### src/rtl/typewriter_ctrl.sv
// Typewriter character-buffer controller: clears the screen RAM, then applies
// keystrokes (printable, backspace, return, form feed) at a moving cursor.
//
//   state   | meaning
//   --------+--------------------------------------------------------------
//   S_CLEAR | writing 0x20 to every cell, ascending from address 0
//   S_IDLE  | waiting for a key (pending key takes priority)
//   S_EXEC  | applying the latched key for exactly one cycle
module typewriter_ctrl #(
    parameter int ADDR_W = 6,
    parameter int LINE_W = 4
) (
    input  logic              clk,
    input  logic              reset,
    input  logic              key_valid,
    input  logic [7:0]        key_ascii,
    input  logic              clear_req,
    output logic              ram_we,
    output logic [ADDR_W-1:0] ram_addr,
    output logic [7:0]        ram_wdata,
    output logic [ADDR_W-1:0] cursor,
    output logic              busy,
    output logic              key_drop
);

    typedef enum logic [1:0] {S_CLEAR, S_IDLE, S_EXEC} state_t;

    localparam logic [7:0] C_SPACE = 8'h20;
    localparam logic [7:0] C_TILDE = 8'h7E;
    localparam logic [7:0] C_BS    = 8'h08;
    localparam logic [7:0] C_CR    = 8'h0D;
    localparam logic [7:0] C_FF    = 8'h0C;

    state_t            r_state,     w_state_nxt;
    logic [ADDR_W-1:0] r_clr_addr,  w_clr_addr_nxt;
    logic [ADDR_W-1:0] r_cursor,    w_cursor_nxt;
    logic              r_pend_vld,  w_pend_vld_nxt;
    logic [7:0]        r_pend_key,  w_pend_key_nxt;
    logic [7:0]        r_exec_key,  w_exec_key_nxt;
    logic [ADDR_W-1:0] r_hold_addr;
    logic [7:0]        r_hold_data;

    logic              w_we;
    logic [ADDR_W-1:0] w_addr;
    logic [7:0]        w_wdata;
    logic              w_drop;
    logic              w_printable;
    logic [ADDR_W-1:0] w_line_inc;

    assign w_printable = (r_exec_key >= C_SPACE) && (r_exec_key <= C_TILDE);
    assign w_line_inc  = (r_cursor >> LINE_W) + 1'b1;

    always_comb begin
        w_state_nxt    = r_state;
        w_clr_addr_nxt = r_clr_addr;
        w_cursor_nxt   = r_cursor;
        w_pend_vld_nxt = r_pend_vld;
        w_pend_key_nxt = r_pend_key;
        w_exec_key_nxt = r_exec_key;
        w_we           = 1'b0;
        w_addr         = r_hold_addr;
        w_wdata        = r_hold_data;
        w_drop         = 1'b0;

        case (r_state)
            S_CLEAR: begin
                w_we         = 1'b1;
                w_addr       = r_clr_addr;
                w_wdata      = C_SPACE;
                w_cursor_nxt = '0;
                if (&r_clr_addr) begin
                    w_state_nxt = S_IDLE;
                end else begin
                    w_clr_addr_nxt = r_clr_addr + 1'b1;
                end
            end
            S_IDLE: begin
                // The pending slot frees this cycle, so a new key can refill it.
                if (r_pend_vld) begin
                    w_exec_key_nxt = r_pend_key;
                    w_pend_vld_nxt = key_valid;
                    if (key_valid) w_pend_key_nxt = key_ascii;
                    w_state_nxt    = S_EXEC;
                end else if (key_valid) begin
                    w_exec_key_nxt = key_ascii;
                    w_state_nxt    = S_EXEC;
                end
            end
            S_EXEC: begin
                w_state_nxt = S_IDLE;
                if (w_printable) begin
                    w_we         = 1'b1;
                    w_addr       = r_cursor;
                    w_wdata      = r_exec_key;
                    w_cursor_nxt = r_cursor + 1'b1;
                end else if (r_exec_key == C_BS) begin
                    if (r_cursor != '0) begin
                        w_we         = 1'b1;
                        w_addr       = r_cursor - 1'b1;
                        w_wdata      = C_SPACE;
                        w_cursor_nxt = r_cursor - 1'b1;
                    end
                end else if (r_exec_key == C_CR) begin
                    w_cursor_nxt = w_line_inc << LINE_W;
                end else if (r_exec_key == C_FF) begin
                    w_state_nxt    = S_CLEAR;
                    w_clr_addr_nxt = '0;
                end
            end
            default: begin
                w_state_nxt    = S_CLEAR;
                w_clr_addr_nxt = '0;
            end
        endcase

        if (r_state != S_IDLE && key_valid) begin
            if (!r_pend_vld) begin
                w_pend_vld_nxt = 1'b1;
                w_pend_key_nxt = key_ascii;
            end else begin
                w_drop = 1'b1;
            end
        end

        // A clear discards the old pending key but keeps a coincident one.
        if (clear_req) begin
            w_state_nxt    = S_CLEAR;
            w_clr_addr_nxt = '0;
            w_pend_vld_nxt = key_valid;
            w_pend_key_nxt = key_valid ? key_ascii : r_pend_key;
            w_drop         = 1'b0;
        end
    end

    always_ff @(posedge clk) begin
        if (reset) begin
            r_state     <= S_CLEAR;
            r_clr_addr  <= '0;
            r_cursor    <= '0;
            r_pend_vld  <= 1'b0;
            r_pend_key  <= '0;
            r_exec_key  <= '0;
            r_hold_addr <= '0;
            r_hold_data <= C_SPACE;
        end else begin
            r_state    <= w_state_nxt;
            r_clr_addr <= w_clr_addr_nxt;
            r_cursor   <= w_cursor_nxt;
            r_pend_vld <= w_pend_vld_nxt;
            r_pend_key <= w_pend_key_nxt;
            r_exec_key <= w_exec_key_nxt;
            if (w_we) begin
                r_hold_addr <= w_addr;
                r_hold_data <= w_wdata;
            end
        end
    end

    // Outputs are quiet while reset is held, even though the state sits in S_CLEAR.
    assign ram_we    = w_we & ~reset;
    assign ram_addr  = reset ? r_hold_addr : w_addr;
    assign ram_wdata = reset ? r_hold_data : w_wdata;
    assign key_drop  = w_drop & ~reset;
    assign cursor    = r_cursor;
    assign busy      = (r_state != S_IDLE);

endmodule

### config.mk
export PLATFORM = sky130hd
export DESIGN_NAME = typewriter_ctrl
export DESIGN_NICKNAME = d
export VERILOG_FILES = /design/src/rtl/typewriter_ctrl.sv
export SDC_FILE = /design/constraint.sdc
export NUM_CORES = 1
export LEC_CHECK = 0
export ABC_AREA = 1
export CAP_MARGIN = 20
export CELL_PAD_IN_SITES_DETAIL_PLACEMENT = 0
export CELL_PAD_IN_SITES_GLOBAL_PLACEMENT = 1
export CORE_MARGIN = 2
export CORE_UTILIZATION = 40
export DETAILED_ROUTE_END_ITERATION = 8
export PLACE_DENSITY = 0.77
export SLEW_MARGIN = 10
export SYNTH_ARGS = -nofsm -noshare
export SYNTH_HDL_FRONTEND = slang
export SYNTH_SLANG_ARGS = --single-unit
### constraint.sdc
create_clock -name clk -period 2.3 [get_ports clk]
set_clock_uncertainty 0.2 [all_clocks]
set_input_delay 0.46 -clock clk [delete_from_list [all_inputs] [get_ports clk]]
set_output_delay 0.46 -clock clk [all_outputs]
set_load 0.1 [all_outputs]
==> results of run 1 <==
==> final cells by class <==
| cell class | instances | share of cell area |
|---|---|---|
| multi-input cells | 350 | 0.485 |
| well taps | 99 | 0.0279 |
| repair buffers | 82 | 0.208 |
| flip-flops and latches | 45 | 0.212 |
| clock buffers | 8 | 0.0251 |
| inverters | 46 | 0.0428 |
==> through the flow <==
stage	instance area [um^2]	utilization	hold slack, ns	instances	worst slack (ns)
after floorplan	3190	-	0.242	456	-0.340
after global placement	3990	0.550	0.264	605	-0.0103
after detailed placement	3990	0.550	0.267	605	-0.0359
after CTS	4370	0.603	0.277	628	-0.196
after global routing	4440	0.612	0.313	630	-0.298
final	4440	0.612	0.275	630	-0.194
==> cells in the mapped netlist (2+ instances only) <==
cell / n
a21oi_1: 24
a22oi_1: 6
a31oi_1: 8
buf_2: 6
buf_6: 2
clkbuf_1: 6
dfxtp_1: 45
ha_1: 4
inv_1: 40
inv_2: 3
inv_4: 2
mux2i_1: 8
nand2_1: 134
nand2_2: 9
nand2_4: 4
nand3_1: 26
nand3_2: 3
nand3b_1: 10
nand4_1: 8
nor2_1: 32
nor2_2: 9
nor2_4: 3
nor3_1: 2
o21ai_0: 40
o21ai_2: 6
xor2_1: 3
==> tightest hold or removal path, cell delays in order, from the launching register on <==
cell and delay (ns):
dfxtp_1 0.32, nand2_1 0.06, a31oi_1 0.07
==> registers in the layout, summed over array words and instances, names as in the netlist <==
| register | cells |
|---|---|
| r_hold_data | 8 |
| r_exec_key | 8 |
| r_clr_addr | 6 |
| r_pend_key | 8 |
| cursor | 6 |
| r_pend_vld | 1 |
| r_hold_addr | 6 |
| r_state | 2 |
==> cell usage in the layout (no fill, tap or decap), types with 6 or more instances in the layout <==
cell type / synthesis / layout
inv_2: 3 / 8
inv_1: 40 / 33
nor2_2: 9 / 6
buf_12: 0 / 22
a31oi_1: 8 / 8
clkbuf_8: 0 / 6
o21ai_0: 40 / 40
nand3b_1: 10 / 10
nand3_2: 3 / 7
buf_4: 1 / 48
nor2_4: 3 / 9
a21oi_1: 24 / 24
nor2_1: 32 / 29
dfxtp_1: 45 / 32
a22oi_1: 6 / 6
clkdlybuf4s50_1: 0 / 11
nand2_1: 134 / 113
nand2_4: 4 / 16
nand2_2: 9 / 16
mux2i_1: 8 / 8
nand3_1: 26 / 21
nand4_1: 8 / 8
dfxtp_4: 0 / 9
==> routing by layer <==
metal  GRT usage  part of all wire  up-vias
met4      0.0590            0.0080        0
met2       0.392              0.51       69
met5           0                 0        -
met1       0.267              0.45     1484
li1            -                 -     1652
met3      0.0292             0.034        6
==> timing repair <==
| item | CTS | global route |
|---|---|---|
| hold buffers | 0 | 0 |
| cloned | 1 | 0 |
| endpoints found under the hold margin | 0 | 0 |
| pin swaps | 17 | 16 |
| resized for setup | 33 | 21 |
| setup buffers | 14 | 2 |
| setup endpoints to repair | 16 | 16 |
==> worst max path at each step <==
stage                     slack, ns            to     startpoint
after global routing          -0.30   ram_addr[5]  r_exec_key[5]
after CTS                     -0.20  ram_wdata[7]      cursor[0]
final                         -0.19   ram_addr[5]  r_exec_key[5]
after detailed placement      -0.04  ram_wdata[6]          reset
after global placement        -0.01  ram_wdata[6]          reset
after floorplan               -0.34  ram_wdata[5]      cursor[0]
==> report_power, final <==
| part | internal [uW] | switching [uW] | total (uW) |
|---|---|---|---|
| combinational | 85.0 | 123 | 208 |
| clock | 311 | 275 | 586 |
| sequential | 783 | 9.90 | 793 |
==> kinds of logic after synthesis <==
logic type / share of synthesized area
AO/OA/AOI/OAI: 0.165
XOR/XNOR: 0.00873
adder cells (fa/ha/maj): 0.0166
buffers and inverters: 0.0881
flip-flops: 0.299
multiplexers: 0.0266
AND/OR/NAND/NOR: 0.395
==> out/metrics.yaml, run 1 <==
synthArstFlopShare: 0
cpMaxStageDelayCell: "dfxtp_4"
power_density_nw_per_um2: 358
hpwl_mm: 6.32
drt_wl_total_mm: 8.39
worst_ep_required_time_ns: 1.64
clk_path_buf_depth: 2
grt_util_all_layers: 0.216
ios: 35
drtAntennaViolNets: 0
r2r-start: "r_exec_key[5]"
rr_worst_depth: 10
worst-path-max-fanout: 6
max_freq_ghz: 0.401
rsz0062_at_grt: "yes"
run_status: "complete, but fails checks"
yosysUniqueCellTypes: 39
fp.dieH_um: 90.8
power_uw: 1590
grt_pass1_vias: 3134
worstPathCellList: "nor2_4 -> buf_12 -> nor2_8 -> buf_6 -> nand3_2 -> nand2_1 -> nand3b_1 -> nand2_1 -> nand2_2 -> nand2_4 -> buf_12"
drtIter0Drc: 80
layout-drive-gt1-share: 0.335
hold_path_depth: 2
crit_type: "flop to primary output"
violations: "negative setup slack"
fin_ws_ns: -0.194
period_share: 1.08
peakVddDrop_uv: 284
p_leak_uw: 0.00193
nets: 546
initial_utilization: 0.415
holdPathEnd: "r_exec_key[4]"
setup_viol: 15
grt_pass1_wl_mm: 14.7
fin_crit_ns: 2.49
reg2reg_slack_ns: 0.50
insertion_delay_ns: 0.30
arrival_ns: 1.83
synth_area_um2: 3010
critPathTopFamily: "simple AND/OR/NAND/NOR gates"
num_antenna_cells: 0
viasPerCell: 5.10
cts_tree: "yes"
hp-start: "r_pend_key[4]"
ys.flop_type: "dfxtp_1"
coreArea_um2: 7250
rows: 31
critPathLaunchType: "flop"
cts.sinks: 45
synth_seq_cells: 45
regArea_um2: 940
maxSlewHeadroom: 0.717
max_cap_viol_count: 0
antenna_found_initial: 0
slowest_delay_ns: 0.37
fillCellCount: 726
drc_errors: 0
worst_pin_slew_ns: 0.423
die_x_um: 90.8
end_kind: "primary output"
die_area_um2: 8240
synth_top_cell_area_share: 0.299
hp-class: "flop to flop"
grt_max_degree: 19
netlist_instances: 456
fin_setup_tns_ns: -2.25
gp_congestion: 0.876
slew_viol_final: 0
htreeDepth: 2
synth_nets: 472
finalHoldViolCount: 0
firstDrtPassIters: 4
avgSynthCellArea_um2: 6.60
r2r-end: "cursor[1]"
cts_buffers: 5
path_clk_slew_ns: 0.09
synth_edf_count: 0
multi_input_area_um2: 2150
grt_remaining_overflow: 0
vias: 3211
synth_area_leaders: "dfxtp_1 (30%), nand2_1 (17%), o21ai_0 (6.7%), inv_1 (5.0%), nand3_1 (4.3%)"
syn_to_final_growth_pct: 47.5
synth_top_cell_by_area: "dfxtp_1"
avgRoutedWirePerCell_um: 13.3
ys_warn_count: 0
path_depth: 11
clockRootBuffer: "clkbuf_8"
ys_seq_area_frac: 0.299
io_buffers: 34
path_buf_inv: 3
No activity file was read; power rests on OpenSTA's default activity.
==> inputs of run 2 (changes only) <==
- RECOVER_POWER: unset -> 25
==> run 2 against run 1 <==
  * The flow still finishes with violations (negative setup slack)
  * Final cell count did not move
  * Fmax about the same
  * Routed wire length increased by 0.15%
  * Via count rose by 0.59%
  * Sequential power is essentially flat
  * Global-route usage unchanged
  * Clock power is essentially flat
  * Utilization is 0.10 points lower
  * Largest power group unchanged
  * Highest routed layer unchanged
==> out/metrics.yaml, run 2 (synthesis gave the netlist of run 1 again) <==
run_status: "complete, but fails checks"
violations: "negative setup slack"
rows: 31
slew_viol_final: 0
syn_to_final_growth_pct: 47.3
arrival_ns: 1.83
cts_buffers: 5
ios: 35
final_common_cell: "nand2_1"
worstPathCellList: "nor2_4 -> buf_12 -> nor2_8 -> buf_6 -> nand3_2 -> nand2_1 -> nand3b_1 -> nand2_1 -> nand2_2 -> nand2_4 -> buf_12"
multi_input_area_um2: 2150
die_area_um2: 8240
path_clk_slew_ns: 0.09
max_freq_ghz: 0.401
avgRoutedWirePerCell_um: 13.3
viasPerCell: 5.13
cp-startpoint: "r_exec_key[5]"
fin_crit_ns: 2.49
grt_pass1_vias: 3134
swShare: 0.259
final_cell_mix: "nand2_1 (113), buf_4 (46), o21ai_0 (40)"
hpwl_mm: 6.32
slowest_delay_ns: 0.37
drtIter0Drc: 83
power_density_nw_per_um2: 359
hp-start: "r_pend_key[4]"
setup_viol: 15
cpMaxStageDelayCell: "dfxtp_4"
grt_pass1_wl_mm: 14.7
p_sw_uw: 411
drt_wl_total_mm: 8.40
grt_max_degree: 19
post_dp_cell_area_um2: 3990
p_leak_uw: 0.00193
end_kind: "primary output"
seq_power_share: 0.499
r2r-start: "cursor[1]"
hold_ws_ns: 0.278
cts.sinks: 45
path_buf_inv: 3
htreeDepth: 2
fin_ws_ns: -0.193
insertion_delay_ns: 0.30
fp.dieH_um: 90.8
p_int_uw: 1180
final_area_um2: 4430
critPathLaunchType: "flop"
finalHoldViolCount: 0
gp_congestion: 0.876
grt_remaining_overflow: 0
layout-drive-gt1-share: 0.331
antenna_found_initial: 0
maxSlewHeadroom: 0.550
fin_cells: 630
rsz0062_at_grt: "yes"
place_inst: 605
vias: 3230
worst_pin_slew_ns: 0.675
drc_errors: 0
grt_util_all_layers: 0.216
drtAntennaViolNets: 0
regArea_um2: 940
critPathTopFamily: "simple AND/OR/NAND/NOR gates"
fillCellCount: 730
initial_utilization: 0.415
clk_path_buf_depth: 2
hp-class: "flop to flop"
power.share.clock: 0.371
die_x_um: 90.8
cts_tree: "yes"
share_comb_of_total_power: 0.130
clockRootBuffer: "clkbuf_8"
top_regs: "r_exec_key: 8 flops, r_hold_data: 8 flops, r_pend_key: 8 flops"
worst-path-max-fanout: 6
worst_ep_required_time_ns: 1.64
nets: 546
peakVddDrop_uv: 285
io_buffers: 34
num_antenna_cells: 0
firstDrtPassIters: 5
crit_type: "flop to primary output"
coreArea_um2: 7250
utilization: 0.611
max_cap_viol_count: 0
period_share: 1.08
run 2: cell count changes in the layout (fill, tap and decap cells not counted), sizes merged:
cell | previous run | this run
dlygate4sd3 | 0 | 1
clkbuf | 8 | 10
clkdlybuf4s50 | 11 | 10
buf | 71 | 69
run 2: routing by layer:
layer  share of wire  vias up  GRT usage
li1                -     1653          -
met1            0.45     1495      0.267
met2            0.50       72      0.392
met3           0.036       10     0.0292
met4           0.014        0     0.0590
met5               0        -          0
run 2: power groups by stage:
stage	clock network [uW]	logic (uW)	registers [uW]
6_report	589	207	793
5_1_grt	635	228	796
4_1_cts	602	208	796
3_5_place_dp	0	204	816
3_3_place_gp	0	200	816
2_1_floorplan	0	125	813
run 2: metrics by stage:
stage               power, uW  setup TNS, ns  setup slack, ns
floorplan                 938         -0.895           -0.340
global placement         1020        -0.0103          -0.0103
detailed placement       1020        -0.0575          -0.0359
CTS                      1610          -2.47           -0.196
global route             1660          -7.00           -0.298
finish                   1590          -2.26           -0.193
run 2: cell type report:
type | instances | share of cell area
inverters | 46 | 0.0429
multi-input cells | 350 | 0.486
repair buffers | 82 | 0.206
clock buffers | 8 | 0.0251
well taps | 99 | 0.0279
flip-flops and latches | 45 | 0.212
run 2: worst paths after layout:
kind,endpoint,slack (ns),cells past startpoint
worst max-delay path,ram_addr[5],-0.19,11
worst min-delay path,r_exec_key[4],0.28,2
worst max register to register,cursor[4],0.49,12
worst min register to register,r_exec_key[4],0.28,2
run 2: timing repair:
action | in CTS | in global routing
resized for setup | 33 | 21
pin swaps | 17 | 16
gates cloned | 1 | 0
setup buffers | 14 | 2
setup endpoints to repair | 16 | 16
hold buffers | 0 | 0
run 2: worst register-to-register path, stage by stage (launching register included):
cell     delay (ns)
dfxtp_4        0.35
buf_4          0.14
buf_4          0.14
buf_4          0.14
ha_1           0.18
nand2_1        0.08
inv_1          0.05
nand3_1        0.06
nand4_1        0.11
nand3_1        0.09
nor2_1         0.04
nor2_1         0.08
nor2_1         0.04
